`src/rtl/e203_icb_pkg.sv`:
```
// Shared ICB definitions for the DTCM responder.
// Size encodings and the buffered response entry layout.
package e203_icb_pkg;

    localparam int ICB_DW = 32;

    localparam logic [1:0] ICB_SZ_B = 2'd0;
    localparam logic [1:0] ICB_SZ_H = 2'd1;
    localparam logic [1:0] ICB_SZ_W = 2'd2;

    typedef struct packed {
        logic              err;
        logic              excl_ok;
        logic [ICB_DW-1:0] rdata;
    } rsp_entry_t;

endpackage

```
`src/rtl/e203_icb_rsp_fifo.sv`:
```
// In-order response buffer for the DTCM ICB responder.
// Ports: clk_i/rst_i (sync, active-high), push_i/din_i, pop_i,
//        head_o (oldest entry), cnt_o (entries held).
module e203_icb_rsp_fifo
    import e203_icb_pkg::*;
#(
    parameter int DEPTH = 2
) (
    input  logic                         clk_i,
    input  logic                         rst_i,
    input  logic                         push_i,
    input  rsp_entry_t                   din_i,
    input  logic                         pop_i,
    output rsp_entry_t                   head_o,
    output logic [$clog2(DEPTH+1)-1:0]   cnt_o
);

    localparam int PW = (DEPTH > 1) ? $clog2(DEPTH) : 1;
    localparam int CW = $clog2(DEPTH + 1);

    rsp_entry_t      mem_q [DEPTH];
    logic [PW-1:0]   wptr_q, wptr_d;
    logic [PW-1:0]   rptr_q, rptr_d;
    logic [CW-1:0]   cnt_q, cnt_d;

    // Depth need not be a power of two, so wrap explicitly.
    function automatic logic [PW-1:0] ptr_inc(input logic [PW-1:0] p);
        return (p == PW'(DEPTH - 1)) ? '0 : p + PW'(1);
    endfunction

    always_comb begin
        wptr_d = wptr_q;
        rptr_d = rptr_q;
        cnt_d  = cnt_q;
        if (push_i) wptr_d = ptr_inc(wptr_q);
        if (pop_i)  rptr_d = ptr_inc(rptr_q);
        unique case ({push_i, pop_i})
            2'b10:   cnt_d = cnt_q + CW'(1);
            2'b01:   cnt_d = cnt_q - CW'(1);
            default: cnt_d = cnt_q;
        endcase
    end

    always_ff @(posedge clk_i) begin
        if (rst_i) begin
            wptr_q <= '0;
            rptr_q <= '0;
            cnt_q  <= '0;
        end else begin
            wptr_q <= wptr_d;
            rptr_q <= rptr_d;
            cnt_q  <= cnt_d;
            if (push_i) mem_q[wptr_q] <= din_i;
        end
    end

    assign head_o = mem_q[rptr_q];
    assign cnt_o  = cnt_q;

endmodule

```
`src/rtl/e203_dtcm_icb_slv.sv`:
```
// ICB responder between the LSU/DTCM arbiter and a 1-cycle DTCM SRAM.
// Cmd side: icb_cmd_* in, icb_cmd_ready out; rsp side: icb_rsp_* out.
// RAM side: ram_cs/we/addr/wem/din out, ram_dout in; slv_idle out.
// Optional exclusive monitor: define E203_DTCM_EXCL_MONITOR_EN.
module e203_dtcm_icb_slv
    import e203_icb_pkg::*;
#(
    parameter int AW        = 16,
    parameter int DW        = 32,
    parameter int RSP_DEPTH = 2
) (
    input  logic            clk,
    input  logic            rst,
    input  logic            icb_cmd_valid,
    output logic            icb_cmd_ready,
    input  logic [AW-1:0]   icb_cmd_addr,
    input  logic            icb_cmd_read,
    input  logic [DW-1:0]   icb_cmd_wdata,
    input  logic [DW/8-1:0] icb_cmd_wmask,
    input  logic            icb_cmd_lock,
    input  logic            icb_cmd_excl,
    input  logic [1:0]      icb_cmd_size,
    input  logic            excl_clr,
    output logic            icb_rsp_valid,
    input  logic            icb_rsp_ready,
    output logic            icb_rsp_err,
    output logic            icb_rsp_excl_ok,
    output logic [DW-1:0]   icb_rsp_rdata,
    output logic            ram_cs,
    output logic            ram_we,
    output logic [AW-3:0]   ram_addr,
    output logic [DW/8-1:0] ram_wem,
    output logic [DW-1:0]   ram_din,
    input  logic [DW-1:0]   ram_dout,
    output logic            slv_idle
);

    localparam int CW = $clog2(RSP_DEPTH + 1);

    logic          cmd_hsk, misalign;
    logic          excl_ok, excl_fail;
    logic [AW-3:0] word_addr;

    logic s1_vld_q, s1_vld_d;
    logic s1_err_q, s1_err_d;
    logic s1_rd_q, s1_rd_d;
    logic s1_xok_q, s1_xok_d;

    logic [CW-1:0] buf_cnt;
    logic [CW:0]   outstanding;
    logic          buf_empty, push, pop;
    rsp_entry_t    s1_ent, head_ent, rsp_ent;

    logic unused_lock;
    assign unused_lock = icb_cmd_lock;

    // A pop in this cycle does not free a credit until next cycle.
    assign outstanding   = {1'b0, buf_cnt} + {{CW{1'b0}}, s1_vld_q};
    assign icb_cmd_ready = !rst && (outstanding < (CW+1)'(RSP_DEPTH));
    assign cmd_hsk       = icb_cmd_valid && icb_cmd_ready;
    assign word_addr     = icb_cmd_addr[AW-1:2];

    always_comb begin
        unique case (icb_cmd_size)
            ICB_SZ_B: misalign = 1'b0;
            ICB_SZ_H: misalign = icb_cmd_addr[0];
            ICB_SZ_W: misalign = |icb_cmd_addr[1:0];
            default:  misalign = 1'b1;
        endcase
    end

`ifdef E203_DTCM_EXCL_MONITOR_EN
    logic          resv_vld_q, resv_vld_d;
    logic [AW-3:0] resv_addr_q, resv_addr_d;
    logic          resv_hit;

    assign resv_hit = resv_vld_q && (resv_addr_q == word_addr);

    always_comb begin
        resv_vld_d  = resv_vld_q;
        resv_addr_d = resv_addr_q;
        excl_ok     = 1'b0;
        excl_fail   = 1'b0;
        if (cmd_hsk) begin
            if (icb_cmd_excl && icb_cmd_read) begin
                if (!misalign) begin
                    resv_vld_d  = 1'b1;
                    resv_addr_d = word_addr;
                    excl_ok     = 1'b1;
                end
            end else if (icb_cmd_excl) begin
                // A failed store-conditional must not touch the RAM.
                resv_vld_d = 1'b0;
                excl_ok    = resv_hit && !misalign;
                excl_fail  = !resv_hit;
            end else if (!icb_cmd_read && !misalign && resv_hit) begin
                resv_vld_d = 1'b0;
            end
        end
        if (excl_clr) resv_vld_d = 1'b0;
    end

    always_ff @(posedge clk) begin
        if (rst) begin
            resv_vld_q  <= 1'b0;
            resv_addr_q <= '0;
        end else begin
            resv_vld_q  <= resv_vld_d;
            resv_addr_q <= resv_addr_d;
        end
    end
`else
    logic unused_excl;
    assign unused_excl = icb_cmd_excl ^ excl_clr;
    assign excl_ok     = 1'b0;
    assign excl_fail   = 1'b0;
`endif

    assign ram_cs   = cmd_hsk && !misalign && !excl_fail;
    assign ram_we   = ram_cs && !icb_cmd_read;
    assign ram_addr = word_addr;
    assign ram_wem  = ram_we ? icb_cmd_wmask : '0;
    assign ram_din  = icb_cmd_wdata;

    always_comb begin
        s1_vld_d = cmd_hsk;
        s1_err_d = s1_err_q;
        s1_rd_d  = s1_rd_q;
        s1_xok_d = s1_xok_q;
        if (cmd_hsk) begin
            s1_err_d = misalign;
            s1_rd_d  = icb_cmd_read;
            s1_xok_d = excl_ok;
        end
    end

    always_ff @(posedge clk) begin
        if (rst) begin
            s1_vld_q <= 1'b0;
            s1_err_q <= 1'b0;
            s1_rd_q  <= 1'b0;
            s1_xok_q <= 1'b0;
        end else begin
            s1_vld_q <= s1_vld_d;
            s1_err_q <= s1_err_d;
            s1_rd_q  <= s1_rd_d;
            s1_xok_q <= s1_xok_d;
        end
    end

    always_comb begin
        s1_ent.err     = s1_err_q;
        s1_ent.excl_ok = s1_xok_q;
        s1_ent.rdata   = (s1_rd_q && !s1_err_q) ? ram_dout : '0;
    end

    // Bypass the buffer only when nothing older is waiting.
    assign buf_empty = (buf_cnt == '0);
    assign pop       = !buf_empty && icb_rsp_ready;
    assign push      = s1_vld_q && (!buf_empty || !icb_rsp_ready);
    assign rsp_ent   = buf_empty ? s1_ent : head_ent;

    e203_icb_rsp_fifo #(
        .DEPTH (RSP_DEPTH)
    ) u_rsp_fifo (
        .clk_i  (clk),
        .rst_i  (rst),
        .push_i (push),
        .din_i  (s1_ent),
        .pop_i  (pop),
        .head_o (head_ent),
        .cnt_o  (buf_cnt)
    );

    assign icb_rsp_valid   = s1_vld_q || !buf_empty;
    assign icb_rsp_err     = rsp_ent.err;
    assign icb_rsp_excl_ok = rsp_ent.excl_ok;
    assign icb_rsp_rdata   = rsp_ent.rdata;
    assign slv_idle        = (outstanding == '0);

endmodule

```
`config.mk`:
```
export PLATFORM = sky130hd
export DESIGN_NAME = e203_dtcm_icb_slv
export DESIGN_NICKNAME = d
export VERILOG_FILES = /design/src/rtl/e203_icb_pkg.sv /design/src/rtl/e203_icb_rsp_fifo.sv /design/src/rtl/e203_dtcm_icb_slv.sv
export SDC_FILE = /design/constraint.sdc
export NUM_CORES = 1
export LEC_CHECK = 0
export BUFFER_PORTS_ARGS = -buffer_cell sky130_fd_sc_hd__buf_2
export CAP_MARGIN = 5
export CORE_ASPECT_RATIO = 1.5
export CORE_MARGIN = 3
export CORE_UTILIZATION = 40
export DETAILED_ROUTE_END_ITERATION = 12
export HOLD_SLACK_MARGIN = 0.05
export PLACE_DENSITY = 0.71
export REMOVE_ABC_BUFFERS = 1
export SLEW_MARGIN = 0
export SYNTH_ARGS = -nofsm -noshare
export SYNTH_HDL_FRONTEND = slang
export SYNTH_SLANG_ARGS = --single-unit
```
`constraint.sdc`:
```
create_clock -name clk -period 4.5 [get_ports clk]
set_input_delay 0.9 -clock clk [delete_from_list [all_inputs] [get_ports clk]]
set_output_delay 0.9 -clock clk [all_outputs]
set_load 0.03 [all_outputs]
```
[Word-level counts from Yosys, hierarchy flattened]
Memories as Yosys holds them, arrays and structs flattened. A register that Yosys moved wholly into a read port is not among the register bits.
Index checks and enable logic that the tools add are counted.
Widths: inputs -> output; s select.
Storage, ports and cells
  bits in registers: 7
  memory bits (writable): 66
  memories: 1
Operators by class
  add/sub/neg operators: 5
  order comparisons: 1
  equality and inequality tests: 4
  mux-type cells: 12
  reductions and logical operators: 20
Memories
  u_rsp_fifo.mem_q: words 2, width 33, rd ports 1, clocked after memory_dff 1, wr ports 1, RTL line e203_icb_rsp_fifo.sv:21  | rsp_entry_t mem_q [DEPTH];
Operator list (number)
  $mux 34: 1
  $mux 32: 1
  $logic_and 1x1->1: 7
  $mux 1: 7
  $logic_not 1->1: 6
  $eq 2x1->1 const B: 2
  $eq 2x2->1 const B: 2
  $logic_not 2->1: 2
  $mux 4: 1
  $pmux 2 s2: 1
  $add 2x1->3: 1
  $logic_not 3->1: 1
  $lt 3x2->1 const B: 1
  $pmux 1 s3: 1
  $add 1x1->1 const B: 2
  $add 2x1->2 const B: 1
  $logic_or 1x1->1: 2
  $reduce_bool 2->1: 1
  $reduce_or 2->1: 1
  $sub 2x1->2 const B: 1

[Logic depth before layout (Yosys ltp)]
Gate-level depths: netlist (run 1).
  word-level depth: 7
  gate-level depth with buffers: 7

[By module]
Synthesis (run 1) repeated with hierarchy kept, for this count alone.
Unflattened totals
  cells, all modules: 280
  area total of the unflattened synthesis: 4056.4 um^2
Modules (own cells, without submodules)
  e203_icb_rsp_fifo: times used 1, cells each 126, area each 2647.5 um^2, sequential area each 2142.1 um^2
  e203_dtcm_icb_slv: times used 1, cells each 154, area each 1408.9 um^2, sequential area each 60.1 um^2

[Worst setup path before layout (run 1)]
OpenSTA, ideal clock, no wires.
  path type: input -> register
  from: in rst
  to: mem u_rsp_fifo.mem_q[1][0] (netlist name), enable pin
  arrival time: 3.586 ns
  data required time: 4.029 ns
  path slack: 0.442 ns
  stages: 2
  cells stage by stage: clkbuf_1 -> nor3b_1
On the way
  word-level cells in the longest chain between the ends: 2
RTL lines
  start: declaration: RTL line e203_dtcm_icb_slv.sv:13  | input logic rst,
  $mux 1: RTL line e203_icb_rsp_fifo.sv:45  | if (rst_i) begin
  $mux 1 (implied by the code): RTL line e203_icb_rsp_fifo.sv:53  | if (push_i) mem_q[wptr_q] <= din_i;
  end: declaration: RTL line e203_icb_rsp_fifo.sv:21
Every way passes these cells.

[Worst setup path after layout (run 1)]
  from: reg u_rsp_fifo.cnt_q[0] (netlist: u_rsp_fifo.cnt_o[0])
  to: out ram_wem[1]
On the way
  word-level cells in the longest chain between the ends: 7
RTL lines
  start: declaration: RTL line e203_icb_rsp_fifo.sv:24  | logic [CW-1:0] cnt_q, cnt_d;
  start signal: assignment: RTL line e203_icb_rsp_fifo.sv:52  | cnt_q <= cnt_d;
  $add 2x1->3: RTL line e203_dtcm_icb_slv.sv:58  | assign outstanding = {1'b0, buf_cnt} + {{CW{1'b0}}, s1_vld_q};
  $lt 3x2->1: RTL line e203_dtcm_icb_slv.sv:59  | assign icb_cmd_ready = !rst && (outstanding < (CW+1)'(RSP_DEPTH));
  $logic_and 1x1->1: RTL line e203_dtcm_icb_slv.sv:59
  $logic_and 1x1->1: RTL line e203_dtcm_icb_slv.sv:60  | assign cmd_hsk = icb_cmd_valid && icb_cmd_ready;
  $logic_and 1x1->1: RTL line e203_dtcm_icb_slv.sv:119  | assign ram_cs = cmd_hsk && !misalign && !excl_fail;
  $logic_and 1x1->1: RTL line e203_dtcm_icb_slv.sv:120  | assign ram_we = ram_cs && !icb_cmd_read;
  $mux 4: RTL line e203_dtcm_icb_slv.sv:122  | assign ram_wem = ram_we ? icb_cmd_wmask : '0;
  end: declaration: RTL line e203_dtcm_icb_slv.sv:32  | output logic [DW/8-1:0] ram_wem,
Every way passes these cells.

==> reports/qor.yml, run 1 <==
layout_common_cells: "buf_2, edfxtp_1, mux2i_1"
grt_pass1_wl_um: 13300
cts_inserted_buffers: 9
setup_ws_ps: 1570
async_flop_share_pct: 0
hold_path_class: "reg2reg"
report.final.slew_viol_count: 0
h-tree-depth: 3
netlist_area_sq_um: 3760
synth_area_leaders: "edfxtp_1, buf_4, mux2i_1, and2_1, dfxtp_1"
crit_top_cell: "ha_1"
finalClockSkew_ps: 5.82
worst_setup_path_end_kind: "primary output"
crit_buf_inv: 2
synthFlopType: "edfxtp_1"
clock_latency_ps: 320
rsz0062_at_grt: "false"
fin_crit_sh_pct: 65.2
synth-seq-area-share_pct: 57.0
area_delta_synth_final_pct: 13.8
cp_max_fo: 6
core_area_sq_um: 8990
yosysWarnings: 0
synth-edff-count: 66
synth_top_area_cell: "edfxtp_1"
required_ps: 3600
r2r-start: "u_rsp_fifo.cnt_o[0]"
fill_cells: 833
synth_top_cell_area_share_pct: 52.7
irDropWorstVdd_uv: 425
start_util_pct: 41.9
place_area_sq_um: 3940
hold_buffers: 0
syn_area_per_cell_sq_um: 11.9
final_common_cell: "buf_2"
fin_util_pct: 47.6
vias: 2392
max_stage_delay_ps: 490
post_cts_resized: 0
drive_gt1_share_pct: 31.7
wl_per_cell_um: 18.9
drt-total-wl_um: 8810
ys_types: 28
critPathKind: "reg2out"
clkSlewWorstSetupHoldPaths_ps: 50
drt-vias-per-instance: 5.13
synthCells: 317
antenna_found_initial: 0
slowest_stage: "dfxtp_1"
max_freq_mhz: 341
p_leak_nw: 1.64
cts_tree: "built"
die_h_um: 125
n_antenna_cell: 0
status: "completed"
slew_headroom_pct: 22.7
cap_violations: 0
dp_hpwl_um: 6450
grt_usage_pct: 16.8
tightest_slew_ps: 1150
die-area_sq_um: 10600
regArea_sq_um: 2140
setup_viol: 0
globalRouteOverflowTotal: 0
die_w_um: 85.2
hold_ws_ps: 481
drt_first_pass_iters: 4
port_buffers: 86
routabilityCongestion: 0.738
critPathTopFamily: "flip-flops"
arrival_ps: 2030
cts_buffer_depth: 2
multi_input_area_sq_um: 1170
dr.first_iter.drc_count: 108
dp_slack_ps: 1560
cts_setup_buffers: 0
hold_viol: 0
grt_pass1_vias: 2385
stdcell_area_sq_um: 4280
final_nets: 449
hp-start: "s1_rd_q"
setup-tns-final_ps: 0
power.density_nw_per_um2: 566
critical_path.cell_chain: "ha_1 -> inv_1 -> ha_1 -> and3b_1 -> o21ai_1 -> nor3b_1 -> buf_2"
root_buffer: "clkbuf_16"
ys_ff_latch: 74
final.min_clock_period_ps: 2930
drc_errors: 0
worstSetupStartpoint: "u_rsp_fifo.cnt_o[0]"
antenna_left: 0
ios: 183
numClockSinks: 74
timing.critical_path.from_type: "flip-flop"
placement_rows: 42
grt_start_max_net_pins: 68
[state kept, by name, summed over array words and instances, names as in the netlist, named ones only]
signal and flops:
s1_vld_q 1, s1_rd_q 1, u_rsp_fifo.rptr_q 1, u_rsp_fifo.wptr_q 1, u_rsp_fifo.cnt_o 2, s1_err_q 1, u_rsp_fifo.mem_q 66
[cell type report]
type | count | share of cell area, %
inverters | 4 | 0.351
flip-flops and latches | 74 | 50.1
repair buffers | 90 | 11.6
clock inverters | 5 | 1.81
well taps | 110 | 3.22
clock buffers | 11 | 5.67
multi-input cells | 172 | 27.2
[logic make-up (layout without fill, tap and decap cells)]
| kind of cell | count (synthesis) | after routing | share of synthesized area (%) |
|---|---|---|---|
| and+or+nand+nor | 89 | 89 | 13.3 |
| DFF | 74 | 74 | 57.0 |
| buffers and inverters | 71 | 110 | 12.7 |
| AOI/OAI and AO/OA | 40 | 40 | 5.46 |
| muxes | 35 | 35 | 9.48 |
| adders and majority gates | 4 | 4 | 1.33 |
| xor gates and xnor gates | 3 | 3 | 0.699 |
| other | 1 | 1 | 0.0997 |
[cells in the mapped netlist, types with 2 or more instances]
cell type and number:
nor3b_1 5, buf_4 53, edfxtp_1 66, ha_1 4, a21oi_1 2, o21ai_0 32
dfxtp_1 8, nand2_1 2, buf_2 7, nor3_1 3, inv_1 4, and2_1 32
clkbuf_1 6, xor2_1 2, nand3_1 32, o21ai_1 5, nor2b_1 4, or3_1 2
nor2_1 7, mux2i_1 33
[final timing paths]
path | end | slack (ps) | depth (start not counted)
setup / recovery | ram_wem[1] | 1570 | 7
hold / removal | s1_rd_q | 480 | 2
setup reg to reg | u_rsp_fifo.mem_q[1][9] | 1840 | 5
hold reg to reg | s1_rd_q | 480 | 2
[layer usage]
metal	track usage, %	routed length, um	share of wire [%]	vias to the layer above
li1	-	-	-	1144
met1	19.7	3430	39	1090
met2	21.5	3570	40	147
met3	15.4	1680	19	9
met4	5.03	106	1.2	2
met5	5.56	30	0.34	-
[where the power goes]
group          switching [mW]  internal, mW
Combinational           0.554         0.262
Clock                   0.247         0.498
Sequential             0.0689         0.794
Total                   0.870          1.55
[metrics by stage]
| step | total power, mW | instances |
|---|---|---|
| after global routing | 2.55 | 466 |
| after floorplan | 1.44 | 250 |
| final | 2.42 | 466 |
| after CTS | 2.45 | 465 |
| after global placement | 1.69 | 449 |
| after detailed placement | 1.70 | 449 |
[worst reg2reg max path, delay by kind of cell, from the launching register on]
family,cells,cell delay [ps]
AO/OA/AOI/OAI,1,330
AND/OR/NAND/NOR,2,960
buffers and inverters,2,580
flip-flops,1,490
(Power assumes the default switching activity.)
==> run 2, diff against run 1 <==
- PLACE_DENSITY: 0.71 -> 0.74
- clock period: 4.5 -> 2.5 ns (I/O delays scaled with it)
==> run 2 against run 1 <==
Effect of this change:
- worst setup slack got worse by 1400 ps
- register-to-register slack got worse by 1300 ps
- largest cell class unchanged
- hold slack better by 9.1 ps
- sequential cell count did not move
- wire length increased by 5.6%
- critical path depth stayed put
- clock skew is 1.1 ps higher
- clock power is 48% higher
- cell area hardly changed
- core utilization is essentially flat
- combinational power grew 91%
==> reports/qor.yml, run 2 (synthesis gave the netlist of run 1 again) <==
irDropWorstVdd_uv: 756
numClockSinks: 74
wl_per_cell_um: 19.8
grt_pass1_vias: 2506
globalRouteOverflowTotal: 0
hold_buffers: 0
die_h_um: 125
grt_pass1_wl_um: 14100
critPathKind: "reg2out"
placement_rows: 42
arrival_ps: 1870
regArea_sq_um: 2140
dr.first_iter.drc_count: 65
cap_violations: 0
drt-total-wl_um: 9310
worst_setup_path_end_kind: "primary output"
cts_tree: "built"
die-area_sq_um: 10600
largest_reg_flops: 66
grt_start_max_net_pins: 43
place_area_sq_um: 3990
antenna_left: 0
cts_inserted_buffers: 9
cts_setup_buffers: 0
die_w_um: 85.2
report.final.slew_viol_count: 0
drt-vias-per-instance: 5.19
n_antenna_cell: 0
final_common_cell: "buf_2"
routabilityCongestion: 0.711
core_area_sq_um: 8990
port_buffers: 86
fill_cells: 852
h-tree-depth: 3
required_ps: 2000
hold_depth: 2
fin_util_pct: 47.6
clkSlewWorstSetupHoldPaths_ps: 50
hold_viol: 0
hold_path_class: "reg2reg"
antenna_found_initial: 0
drive_gt1_share_pct: 33.5
timing.critical_path.from_type: "flip-flop"
final_nets: 454
root_buffer: "clkbuf_16"
ios: 183
multi_input_area_sq_um: 1190
dp_hpwl_um: 6890
regMostFlops: "u_rsp_fifo.mem_q"
vias: 2444
final.min_clock_period_ps: 2370
status: "completed"
cp_max_fo: 6
drt_first_pass_iters: 5
start_util_pct: 41.9
post_cts_resized: 3
fin_crit_sh_pct: 95.0
stdcell_area_sq_um: 4280
finalClockSkew_ps: 6.97
cts_buffer_depth: 2
layout_common_cells: "buf_2, edfxtp_1, mux2i_1"
ff2ff_path_depth: 6
grt_usage_pct: 18.0
setup_viol: 0
drc_errors: 0
area_delta_synth_final_pct: 13.8
clock_latency_ps: 330
max_freq_mhz: 421
p_leak_nw: 1.64
power.density_nw_per_um2: 974
run 2: area by class of cell:
cell class	instances	area share [%]
Clock buffer	11	5.44
Clock inverter	5	0.526
Inverter	4	0.351
Multi-Input combinational cell	172	27.9
Sequential cell	74	50.1
Tap cell	110	3.22
Timing Repair Buffer	95	12.5
run 2: stage by stage:
step | power [mW] | cells | TNS (ps) | setup slack [ps] | hold WS [ps]
floorplan | 2.59 | 250 | -147850 | -1770 | 444
global placement | 3.08 | 455 | 0 | 374 | 472
detailed placement | 3.11 | 455 | 0 | 308 | 484
CTS | 4.23 | 471 | 0 | 4.26 | 446
global route | 4.40 | 471 | -23.0 | -12.9 | 493
finish | 4.17 | 471 | 0 | 125 | 490
run 2: worst max-delay path, stage by stage (launching register included):
cell and delay [ps]:
dfxtp_2 360, ha_1 210, inv_1 60, ha_1 140, and3b_2 260, o21ai_4 110
nor3b_2 220, buf_4 190
run 2: power breakdown:
group	internal (mW)	switching, mW	leakage [nW]
combinational	0.498	1.06	0.834
clock	0.658	0.439	0.128
sequential	1.43	0.0743	0.679
total	2.59	1.58	1.64
run 2: worst paths after layout:
kind | startpoint | end | slack (ps)
worst max-delay path | u_rsp_fifo.cnt_o[0] | ram_wem[1] | 130
worst min-delay path | s1_rd_q | s1_rd_q | 490
worst max register to register | u_rsp_fifo.cnt_o[1] | u_rsp_fifo.cnt_o[1] | 530
worst min register to register | s1_rd_q | s1_rd_q | 490
run 2: metal layers:
layer	share of wire [%]	global-route usage [%]	up-vias
li1	-	-	1160
met1	37	19.7	1101
met2	42	23.3	166
met3	18	15.6	13
met4	1.5	8.20	4
met5	1.1	9.60	-
